==> config.mk <==
export PLATFORM = sky130hd
export DESIGN_NAME = pc_fetch_ctrl
export DESIGN_NICKNAME = d
export VERILOG_FILES = /design/src/rtl/pc_fetch_ctrl.sv
export SDC_FILE = /design/constraint.sdc
export NUM_CORES = 1
export LEC_CHECK = 0
export ABC_CLOCK_PERIOD_IN_PS = 4700
export CAP_MARGIN = 20
export CORE_MARGIN = 8
export CORE_UTILIZATION = 36
export CTS_BUF_LIST = sky130_fd_sc_hd__clkbuf_8
export CTS_CLUSTER_DIAMETER = 40
export CTS_CLUSTER_SIZE = 14
export DETAILED_ROUTE_END_ITERATION = 7
export GPL_TIMING_DRIVEN = 0
export HOLD_SLACK_MARGIN = 0.15
export MAX_ROUTING_LAYER = met4
export PLACE_DENSITY = 0.66
export SLEW_MARGIN = 20
export SYNTH_ARGS = -nofsm -noshare
export SYNTH_HDL_FRONTEND = slang
export SYNTH_SLANG_ARGS = --single-unit
==> constraint.sdc <==
create_clock -name clock -period 4.7 [get_ports clock]
set_input_delay 0.94 -clock clock [delete_from_list [all_inputs] [get_ports clock]]
set_output_delay 0.94 -clock clock [all_outputs]
set_load 0.02 [all_outputs]
==> src/rtl/pc_fetch_ctrl.sv <==
// Program counter and fetch sequencer feeding instruction memory.
// Chooses halt/stall/jr/jump/branch/increment by priority and faults on out-of-range targets.
//
// state    | meaning
// ---------+--------------------------------------------------------------
// S_RUN    | normal fetch, pc advances to the selected next address
// S_HALTED | halt decoded, pc frozen until resume
// S_FAULT  | next address fell outside memory, pc frozen until reset
module pc_fetch_ctrl #(
  parameter int unsigned MEM_SIZE   = 500,
  parameter logic [31:0] START_ADDR = 32'd0
) (
  input  logic        clock,
  input  logic        reset_n,
  input  logic        jump,
  input  logic [25:0] jump_target,
  input  logic        jr,
  input  logic [31:0] jr_target,
  input  logic        branch,
  input  logic [15:0] branch_offset,
  input  logic        stall,
  input  logic        halt,
  input  logic        resume,
  output logic [31:0] pc,
  output logic [31:0] pc_plus1,
  output logic        halted,
  output logic        fault
);

  typedef enum logic [1:0] {
    S_RUN    = 2'd0,
    S_HALTED = 2'd1,
    S_FAULT  = 2'd2
  } state_t;

  localparam logic [31:0] LIMIT = 32'(MEM_SIZE);

  state_t      state;
  logic [31:0] cand;
  logic        cand_ok;
  logic        plus1_ok;

  assign pc_plus1 = pc + 32'd1;

  always_comb begin
    cand = pc_plus1;
    if (jr)
      cand = jr_target;
    else if (jump)
      cand = {6'b0, jump_target};
    else if (branch)
      cand = pc_plus1 + {{16{branch_offset[15]}}, branch_offset};
  end

  // A negative branch below zero wraps to a huge value and is caught here too.
  assign cand_ok  = (cand < LIMIT);
  assign plus1_ok = (pc_plus1 < LIMIT);

  always_ff @(posedge clock or negedge reset_n) begin
    if (!reset_n) begin
      pc     <= START_ADDR;
      state  <= S_RUN;
      halted <= 1'b0;
      fault  <= 1'b0;
    end else begin
      case (state)
        S_RUN: begin
          if (halt) begin
            state  <= S_HALTED;
            halted <= 1'b1;
          end else if (!stall) begin
            if (cand_ok) begin
              pc <= cand;
            end else begin
              state <= S_FAULT;
              fault <= 1'b1;
            end
          end
        end
        S_HALTED: begin
          if (resume) begin
            halted <= 1'b0;
            if (plus1_ok) begin
              pc    <= pc_plus1;
              state <= S_RUN;
            end else begin
              state <= S_FAULT;
              fault <= 1'b1;
            end
          end
        end
        S_FAULT: begin
          fault <= 1'b1;
        end
        default: begin
          state  <= S_FAULT;
          halted <= 1'b0;
          fault  <= 1'b1;
        end
      endcase
    end
  end

endmodule

---- Word-level counts from Yosys, hierarchy flattened ----
Index checks and enable logic that the tools add are counted.
storage, ports and cells
  output and inout port bits .............. 66
  register bits after elaboration ......... 36
  input port bits ......................... 82
  word-level logic and storage cells ...... 51
cells by class
  reductions and logical operators ........ 6
  eq/ne operators ......................... 12
  order comparisons ....................... 2
  add/subtract/negate cells ............... 2
  muxes and demuxes ....................... 24
  bitwise operators ....................... 1
operator list
  cell                                                          count
  2-to-1 mux 32 bit                                             8
  less-than comparator 32 x 9 -> 1 bit (second input constant)  2
  case mux 32 bit (2 select lines)                              1
  adder 32 x 1 -> 32 bit (second input constant)                1
  adder 32 bit                                                  1
  != test 2 bit (second input constant)                         8
  2-to-1 mux 2 bit                                              5
  2-to-1 mux 1 bit                                              7
  != test 3 bit (second input constant)                         2
  case mux 2 bit (3 select lines)                               1
  AND reduction 6 bit                                           1
  AND reduction 5 bit                                           1
  AND reduction 4 bit                                           1
  case mux 1 bit (3 select lines)                               1
  AND reduction 3 bit                                           1
  equality test 2 x 1 -> 1 bit (second input constant)          1
  equality test 2 bit (second input constant)                   1
  zero test 2 bit                                               1
  case mux 1 bit (2 select lines)                               1
  nonzero test 2 bit                                            1
  NOT 1 bit                                                     1

---- Longest topological paths before layout ----
Gate-level depths: netlist of the first run.
  depth in word-level cells ............... 10
  gate-level depth with buffers ........... 22
  depth with buffers taken out ............ 19

---- Worst setup path after synthesis of the first run ----
No wires, ideal clock.
  path kind ............................... register -> register
  start ................................... register pc[0]
  end ..................................... register pc[1]
  setup slack ............................. -0.539 ns
  data required time ...................... 4.575 ns
  path buffers ............................ 3
  cell stages (with the launch flop) ...... 22
  setup time .............................. 0.125 ns
  arrival time ............................ 5.114 ns
  period minus slack after synthesis ...... 5.239 ns
  cells stage by stage .................... dfrtp_1 > ha_1 > nand3_1 > or4_1 > buf_2 > or2_2 > xnor2_1 > ha_1 > clkbuf_1 > nand4_1 > nor2_1 > a21o_1 > a22o_1 > nor4_1 > nand3_1 > nor4bb_1 > nand4_1 > nor4_1 > and4_1 > a21oi_2 > buf_6 > mux2_4
between the ends
  elaborated cells on any way between the ends .. 16
  those cells by class .................... 2 x add/sub; 2 x order compare; 2 x eq/ne; 9 x mux; 1 x reduce/logical
RTL lines
  element                                   line  text
  from (decl)                               24    output logic [31:0] pc,
  from (signal assigned)                    73    pc <= cand;
  from (signal assigned)                    84    pc <= pc_plus1;
  adder 32 x 1 -> 32 bit (*)                43    assign pc_plus1 = pc + 32'd1;
  named net pc_plus1[22]                    25    output logic [31:0] pc_plus1,
  adder 32 bit                              52    cand = pc_plus1 + {{16{branch_offset[15]}}, branch_offset};
  2-to-1 mux 32 bit                         51    else if (branch)
  2-to-1 mux 32 bit                         49    else if (jump)
  2-to-1 mux 32 bit                         47    if (jr)
  less-than comparator 32 x 9 -> 1 bit      56    assign cand_ok = (cand < LIMIT);
  != test 2 bit (no source line)            --
  AND reduction 6 bit (no source line) (*)  --
The timed path passes the listed nets; every way through them passes the cells marked *. The select of a mux whose other input is x is not followed.
A chain may end at the register's enable or synchronous reset.

---- Worst setup path in the final report of the first run ----
  start ................................... register pc[0]
  end ..................................... register pc[4]
between the ends
  longest elaborated chain between the ends .. 9
  elaborated cells on any way between the ends .. 16
  those cells by class .................... 2 x add/sub; 2 x order compare; 2 x eq/ne; 9 x mux; 1 x reduce/logical
ends and longest elaborated chain
  element                                               line
  adder 32 x 1 -> 32 bit (*)                            43
  branches (longest 8 deep; another with adder 32 bit)  --
Every way passes the cells marked *. The select of a mux whose other input is x is not followed.

==> results.cfg, run 1 <==
[final_layout]
drive_gt1_share_pct = 25.4
layout_common_cells = clkdlybuf4s50_1, buf_4, nand2_1
n_fill_cell = 1188
utilization_pct = 59.9
antennaDiodeCount = 0
fin_area_um2 = 8190
syn2layout_area_growth_pct = 65.1
multiInputGateArea_um2 = 4610
regArea_um2 = 917
layout_commonest_cell = clkdlybuf4s50_1
stdcell_count = 1070
nets = 1008

[clock_network]
cts.htree.levels = 2
cts_inserted_buffers = 5
clkTransAtPathRegs_ns = 0.07
cts-root-buf = clkbuf_8
cts_num_sinks = 36
clock_path_buffers = 2
cts_tree = done
clock_latency_ns = 0.29

[placement]
place_inst = 995
gp_congestion = 0.980
placed_cell_area_um2 = 6940
io_buffers = 146
post-dp-hpwl_um = 18300

[global_routing]
antenna_found_initial = 0
grt_pass1_wl_um = 36000
grt_overflow = 0
grt_pass1_vias = 6268
grt_start_max_net_pins = 31
grt_usage_pct = 26.1

[power_and_ir_drop]
power.share.combinational_pct = 32.7
p_sw_w = 0.000266
power_frac_seq_pct = 34.8
finalPower_w = 0.000911
power.density_nw_per_um2 = 111
sw_frac_of_total_pct = 29.2
vdd_drop_max_uv = 194
pwr-share-clk_pct = 32.5
intPower_w = 0.000645
p_leak_nw = 3.31

[run_status]
status = complete, but fails checks
violations = setup timing

[sta]
relSlewSlack_pct = 45.1
fmax_mhz = 205
finalClockSkew_ns = 0.0101
post-route-period-util_pct = 104
worst_slew_pin_slew_ns = 0.821
finalSetupViolCount = 31
setup_tns_ns = -3.33
hold_violations = 0
rsz0062_at_grt = yes
min_period_ns = 4.88
drv_slew = 0
finalWorstSetupSlack_ns = -0.180

[job]
cap_violations = 0

[yosys]
synth_fa_ha_area_share_pct = 9.48
synth-xor-area-share_pct = 7.94
syn-num-nets = 787
avgSynthCellArea_um2 = 7.43
yosysUniqueCellTypes = 72
muxShareOfSynthArea_pct = 3.25
synthCells = 668
synth-seq-cells = 36
synth_ff_type = dfrtp_1
netlist_area_um2 = 4960
synth_edf_count = 0
synth_top_family_by_area = simple AND/OR/NAND/NOR gates
async_flop_share_pct = 100
synth_area_leaders = dfrtp_1, ha_1, a21oi_1
yosys.area.top_type = dfrtp_1
synth_warnings = 0
synthSimpleGateAreaFrac_pct = 28.5
synth_top_cell_area_share_pct = 18.2
synth-compound-area-share_pct = 28.0
yosysSeqAreaShare_pct = 18.2

[floorplanning]
coreArea_um2 = 13700
die_area_um2 = 17800
die_x_um = 133
die_h_um = 133
rows = 43
initial_utilization_pct = 36.3
boundaryPins = 148

[critical_path]
crit_path_start_kind = flop
path_max_fanout = 5
critPathArrivalTime_ns = 5.05
critical-path-top-delay-family = simple AND/OR/NAND/NOR gates
rr_startpoint = pc[0]
ff2ff_path_depth = 21
cpPeakStageDelay_ns = 0.43
cp-end-kind = flop
crit_type = flop to flop
worst-path-buf-inv = 4
path_cells = nand4_1 > buf_4 > or2_4 > nor4_4 > buf_4 > xor2_4 > ha_4 > nand4_1 > buf_4 > nor3_4 > o21ai_1 > o21ba_4 > a211oi_2 > a221oi_1 > nor4bb_2 > nand4_1 > nor4_2 > and4_4 > a21oi_4 > buf_6 > mux2_4
critPathSlowestCell = dfrtp_2
r2r-end = pc[4]
required_ns = 4.87
worst-r2r-setup-slack_ns = -0.18

[route]
vias = 6391
ant_nets = 0
wl_um = 24000
wire_per_inst_um = 22.5
vias_per_cell = 5.97
drt-initial-drc-count = 386
first_pass_iters = 5
drcViolationCount = 0

[hold_path]
worstHoldPathType = primary input to async pin
sequential cells by signal, indices dropped and copies added, names as in the netlist:
| register | flops |
|---|---|
| fault | 1 |
| halted | 1 |
| pc | 32 |
| state | 2 |
per-layer routing:
metal | track usage (%) | share of wire [%]
met1 | 33.3 | 43
met3 | 2.67 | 6.5
met5 | - | 0
met4 | 6.99 | 2.1
met2 | 43.1 | 49
cells in the mapped netlist, types with 7 or more instances:
| cell type | instances |
|---|---|
| nand3_1 | 26 |
| nand2_1 | 72 |
| inv_1 | 19 |
| xnor2_1 | 24 |
| and2_1 | 23 |
| nand4_1 | 22 |
| nand2b_1 | 8 |
| a31oi_1 | 7 |
| a21o_1 | 12 |
| o221ai_1 | 9 |
| nor3_1 | 22 |
| xor2_1 | 21 |
| nor4_1 | 11 |
| dfrtp_1 | 36 |
| o21ai_0 | 43 |
| nor2_1 | 44 |
| o21a_1 | 9 |
| a211oi_1 | 11 |
| and4_1 | 7 |
| ha_1 | 36 |
| clkbuf_1 | 29 |
| a21oi_1 | 54 |
worst max-delay path by stage:
stage                                  from    end  slack, ns  cells after the start
final                                 pc[0]  pc[4]      -0.18                     21
after global routing                  pc[0]  pc[4]      -0.46                     21
after CTS                             pc[0]  pc[4]       -0.1                     21
after detailed placement  branch_offset[15]  pc[4]      -1.17                     16
after global placement    branch_offset[15]  pc[4]      -1.24                     16
after floorplan                      pc[12]  pc[1]      0.008                     21
worst register-to-register path: cells and delay by family, from the launching register on:
kind / cells / cell delay [ns]
AOI/OAI and AO/OA: 5 / 0.82
xor gates and xnor gates: 1 / 0.27
adders and majority gates: 1 / 0.19
buffers and inverters: 4 / 0.70
DFF: 1 / 0.43
muxes: 1 / 0.30
and+or+nand+nor: 9 / 2.04
power by group through the flow:
stage / clock (W) / sequential, W / combinational (W)
global route: 0.000312 / 0.000317 / 0.000320
CTS: 0.000303 / 0.000317 / 0.000282
floorplan: 0 / 0.000326 / 0.000125
finish: 0.000296 / 0.000317 / 0.000298
global placement: 0 / 0.000322 / 0.000263
detailed placement: 0 / 0.000322 / 0.000265
stage by stage:
stage	worst slack (ns)	hold slack, ns
final	-0.180	0.476
after global routing	-0.462	0.475
after CTS	-0.0998	0.475
after detailed placement	-1.17	0.471
after global placement	-1.24	0.466
after floorplan	0.00771	0.463
cells by family after synthesis:
family	count (synthesis)
flip-flops	36
adder cells (fa/ha/maj)	37
buffers and inverters	57
AND/OR/NAND/NOR	271
multiplexers	14
AO/OA/AOI/OAI	208
XOR/XNOR	45
timing repair:
item,CTS,global route
endpoints found under the setup margin,34,34
pin swaps,35,28
resized for setup,80,48
hold buffers,0,0
cloned,1,1
buffers inserted,41,33
area by class of cell:
type	count	area share, %
inverter	21	0.962
clock inverter	1	0.367
clock buffer	7	1.18
multi-input combinational	575	56.3
buffer	27	1.94
timing repair buffer	223	25.3
tap	180	2.75
sequential	36	11.2
(Power assumes the default switching activity.)
==> run 2: changes to the inputs <==
- CELL_PAD_IN_SITES_DETAIL_PLACEMENT: default -> 1
- CELL_PAD_IN_SITES_GLOBAL_PLACEMENT: default -> 2
- CORE_UTILIZATION: 36 -> 24
- PLACE_DENSITY: 0.66 -> default
- PLACE_DENSITY_LB_ADDON: default -> 0.1
- SKIP_CTS_REPAIR_TIMING: default -> 1
==> run 2 against run 1 <==
  * The run still ends with setup timing left
  * Die area is 43% higher
  * Clock-buffer cell count fell by 1
  * Power decreased by 7.7%
  * Highest routed layer unchanged
==> results.cfg, run 2 (same netlist as run 1, synthesis figures left out) <==
[clock_network]
clkTransAtPathRegs_ns = 0.07
cts_inserted_buffers = 5
clock_latency_ns = 0.30
cts_num_sinks = 36
cts.htree.levels = 2
cts-root-buf = clkbuf_8
cts_tree = done
clock_path_buffers = 2

[run_status]
status = complete, but fails checks
violations = setup timing

[route]
vias = 6112
drcViolationCount = 0
drt-initial-drc-count = 259
wire_per_inst_um = 23.0
ant_nets = 0
wl_um = 26300
vias_per_cell = 5.34
first_pass_iters = 4

[final_layout]
drive_gt1_share_pct = 22.4
syn2layout_area_growth_pct = 61.0
layout_commonest_cell = clkdlybuf4s50_1
utilization_pct = 39.5
layout_common_cells = clkdlybuf4s50_1, nand2_1, buf_4
nets = 992
largest_reg_flops = 32
largest-register = pc
top_regs = pc x32, state x2

[power_and_ir_drop]
power.density_nw_per_um2 = 105
p_leak_nw = 3.20
vdd_drop_max_uv = 214
finalPower_w = 0.000840

[floorplanning]
boundaryPins = 148
coreArea_um2 = 20200
initial_utilization_pct = 24.5
die_h_um = 160
rows = 52
die_area_um2 = 25500
die_x_um = 160

[sta]
rsz0062_at_grt = yes
hold_violations = 0
setup_tns_ns = -14.00
min_period_ns = 5.18
finalClockSkew_ns = 0.00592
worst_slew_pin_slew_ns = 0.884
relSlewSlack_pct = 40.9
finalWorstSetupSlack_ns = -0.478
finalSetupViolCount = 34
drv_slew = 0
post-route-period-util_pct = 110
fmax_mhz = 193

[global_routing]
grt_usage_pct = 19.9
grt_start_max_net_pins = 34
grt_pass1_wl_um = 38800
grt_pass1_vias = 6273
grt_overflow = 0
antenna_found_initial = 1

[placement]
pre_cts_ws_ns = -1.32
post-dp-hpwl_um = 21600
io_buffers = 146
gp_congestion = 0.884

[critical_path]
path_cells = ha_4 > nand3_4 > or4_4 > buf_8 > nor2_4 > xor2_4 > ha_4 > buf_8 > nand4_1 > nor3_2 > a2111oi_2 > o31ai_1 > nor4_2 > nand3_1 > nor4bb_2 > nand4_1 > nor4_2 > and4_4 > a21oi_4 > buf_6 > mux2_4
worst-r2r-setup-slack_ns = -0.48
endpoint = pc[1]
cpPeakStageDelay_ns = 0.45
critPathArrivalTime_ns = 5.36
worst-path-buf-inv = 3
crit_type = flop to flop
critPathSlowestCell = dfrtp_2
r2r-end = pc[1]
ff2ff_path_depth = 21
cp-end-kind = flop
crit_path_start_kind = flop
critical-path-top-delay-family = simple AND/OR/NAND/NOR gates
rr_startpoint = pc[0]
cp.depth = 21
crit_path_start = pc[0]
required_ns = 4.88
path_max_fanout = 7

[hold_path]
worstHoldPathType = primary input to async pin

[job]
cap_violations = 0
[run 2: changes by cell type in the layout (fill, tap and decap cells not counted), moves of 3 or more]
cell and delta:
buf_8 +3, o21ai_0 +5, o21ai_1 -3, buf_4 -17, nand2_2 -4, ha_4 -5, nand2_1 +4, ha_1 +4
[run 2: area by class of cell]
type	instances	area (um2)
clock inverters	2	10.0
inverters	21	78.8
repair buffers	205	1910
plain buffers	29	178
fillers	2375	12200
flip-flops and latches	36	917
multi-input cells	575	4480
clock buffers	6	82.6
diodes	1	2.50
well taps	270	338
[run 2: how the worst min path moves through the flow]
stage | start | endpoint | cells past startpoint
2_1_floorplan | state[1] | state[0] | 1
3_3_place_gp | fault | fault | 2
3_5_place_dp | fault | fault | 2
4_1_cts | reset_n | pc[27] | 1
5_1_grt | reset_n | pc[27] | 1
6_report | reset_n | pc[27] | 1
[run 2: worst register-to-register path: cells and delay by family, from the launching register on]
kind                     cells  cell delay [ns]
flip-flops                   1             0.45
multiplexers                 1             0.29
XOR/XNOR                     1             0.29
AND/OR/NAND/NOR             11             2.54
buffers and inverters        3             0.42
AO/OA/AOI/OAI                3             0.61
adder cells (fa/ha/maj)      2             0.44
[run 2: stage by stage]
step | std cells | instance area, um2 | hold WS, ns
after floorplan | 668 | 5240 | 0.463
final | 1145 | 7990 | 0.447
after detailed placement | 1085 | 7050 | 0.468
after global placement | 1084 | 7040 | 0.467
after CTS | 1093 | 7150 | 0.436
after global routing | 1145 | 7990 | 0.442
[run 2: routing by layer]
metal / GRT usage, % / wire length (um) / up-vias
li1: - / - / 2922
met1: 25.6 / 11900 / 3064
met2: 33.5 / 13200 / 109
met3: 1.44 / 859 / 17
met4: 4.84 / 359 / 0
met5: - / 0 / -
[run 2: where the power goes]
group	switching [W]	internal (W)	total (W)
sequential	0.00000248	0.000313	0.000316
combinational	0.000154	0.000139	0.000293
clock	0.000114	0.000117	0.000231
==> run 3: changes to the inputs <==
- CTS_CLUSTER_DIAMETER: 40 -> 100
- GPL_ROUTABILITY_DRIVEN: default -> 0
==> run 3 against run 2 <==
  * The run still ends with setup timing left
  * Die area is the same
  * Cell count down 0.52%
  * Sequential power hardly changed
  * Register-to-register slack better by 0.06 ns
  * Critical endpoint is now pc[8]
  * Largest cell class unchanged
==> results.cfg, run 3 (same netlist as run 1, synthesis figures left out) <==
[clock_network]
clkTransAtPathRegs_ns = 0.07
clock_path_buffers = 2
cts_num_sinks = 36
cts_tree = done
cts.htree.levels = 2
cts-root-buf = clkbuf_8
clock_latency_ns = 0.29
cts_inserted_buffers = 5

[critical_path]
ff2ff_path_depth = 21
required_ns = 4.88
crit_path_start_kind = flop
rr_startpoint = pc[0]
critPathArrivalTime_ns = 5.29
endpoint = pc[8]
crit_path_start = pc[0]
cp-end-kind = flop
path_max_fanout = 8
r2r-end = pc[8]
worst-r2r-setup-slack_ns = -0.42
crit_type = flop to flop

[floorplanning]
boundaryPins = 148
rows = 52
die_area_um2 = 25500
coreArea_um2 = 20200
initial_utilization_pct = 24.5
die_h_um = 160
die_x_um = 160

[job]
cap_violations = 0

[final_layout]
n_fill_cell = 2370
drive_gt1_share_pct = 23.6
utilization_pct = 40.0
largest_reg_flops = 32
nets = 987
top_regs = pc x32, state x2
largest-register = pc
syn2layout_area_growth_pct = 63.3
layout_commonest_cell = clkdlybuf4s50_1
layout_common_cells = clkdlybuf4s50_1, nand2_1, buf_4
antennaDiodeCount = 0

[sta]
hold_violations = 0
setup_tns_ns = -11.10
drv_slew = 0
fmax_mhz = 195
rsz0062_at_grt = yes
finalWorstSetupSlack_ns = -0.415
relSlewSlack_pct = 39.3
min_period_ns = 5.12
post-route-period-util_pct = 109
holdWs_ns = 0.455
worst_slew_pin_slew_ns = 0.907
finalClockSkew_ns = 0.00409
finalSetupViolCount = 34

[power_and_ir_drop]
p_leak_nw = 3.24
vdd_drop_max_uv = 172
power.density_nw_per_um2 = 104

[route]
wl_um = 25600
first_pass_iters = 5
vias = 6082
drt-initial-drc-count = 263
wire_per_inst_um = 22.5
drcViolationCount = 0
vias_per_cell = 5.34
ant_nets = 0

[run_status]
status = complete, but fails checks
violations = setup timing

[placement]
pre_cts_ws_ns = -1.20
post-dp-hpwl_um = 21000
io_buffers = 146

[global_routing]
grt_overflow = 0
grt_usage_pct = 19.3
grt_pass1_vias = 6278
antenna_found_initial = 0
grt_start_max_net_pins = 34
grt_pass1_wl_um = 38100

[hold_path]
worstHoldPathType = primary input to async pin
## run 3: changes by cell type in the layout (fill, tap and decap cells not counted), sizes merged
| cell | delta |
|---|---|
| buf | -4 |
| diode | -1 |
| clkbuf | -1 |
## run 3: critical path, cell delays in order (launching register included)
cell       delay (ns)
dfrtp_2          0.44
ha_4             0.17
nand3_4          0.11
or4_4            0.56
buf_8            0.16
nor2_4           0.15
xor2_4           0.27
ha_4             0.25
nand4_1          0.10
buf_6            0.14
nor3_4           0.06
a2111oi_4        0.31
o31ai_1          0.17
nor4_2           0.31
nand3_1          0.17
nor4bb_2         0.35
nand4_1          0.15
nor4_2           0.28
and4_4           0.31
a21oi_4          0.09
buf_6            0.15
mux2_4           0.29
## run 3: worst min path at each step
| stage | start | endpoint | slack [ns] | depth (start not counted) |
|---|---|---|---|---|
| 2_1_floorplan | state[1] | state[0] | 0.46 | 1 |
| 3_3_place_gp | fault | fault | 0.47 | 2 |
| 3_5_place_dp | fault | fault | 0.47 | 2 |
| 4_1_cts | reset_n | pc[26] | 0.45 | 1 |
| 5_1_grt | reset_n | pc[26] | 0.44 | 1 |
| 6_report | reset_n | pc[26] | 0.46 | 1 |
## run 3: report_power, final
part,internal [W],switching [W]
combinational,0.000141,0.000155
clock,0.000117,0.000109
sequential,0.000313,0.00000338
total,0.000571,0.000268
## run 3: final cells by class
class                      instances  area (um2)  area share, %
clock inverter                     2        10.0          0.124
timing repair buffer             203        1910           23.6
buffer                            26         143           1.76
tap                              270         338           4.17
multi-input combinational        575        4620           57.1
clock buffer                       6        82.6           1.02
inverter                          21        78.8          0.973
sequential                        36         917           11.3
## run 3: stage by stage
step | area (um2) | power, W | std cells
detailed placement | 7050 | 0.000594 | 1085
CTS | 7150 | 0.000826 | 1093
floorplan | 5240 | 0.000451 | 668
global route | 8100 | 0.000886 | 1139
global placement | 7040 | 0.000590 | 1084
finish | 8100 | 0.000839 | 1139
## run 3: per-layer routing
| metal | track usage [%] | part of all wire (%) | vias to the layer above |
|---|---|---|---|
| met5 | - | 0 | - |
| met4 | 4.93 | 2.0 | 0 |
| met3 | 1.39 | 2.9 | 27 |
| met2 | 32.3 | 49 | 140 |
| met1 | 24.9 | 46 | 3009 |
| li1 | - | - | 2906 |
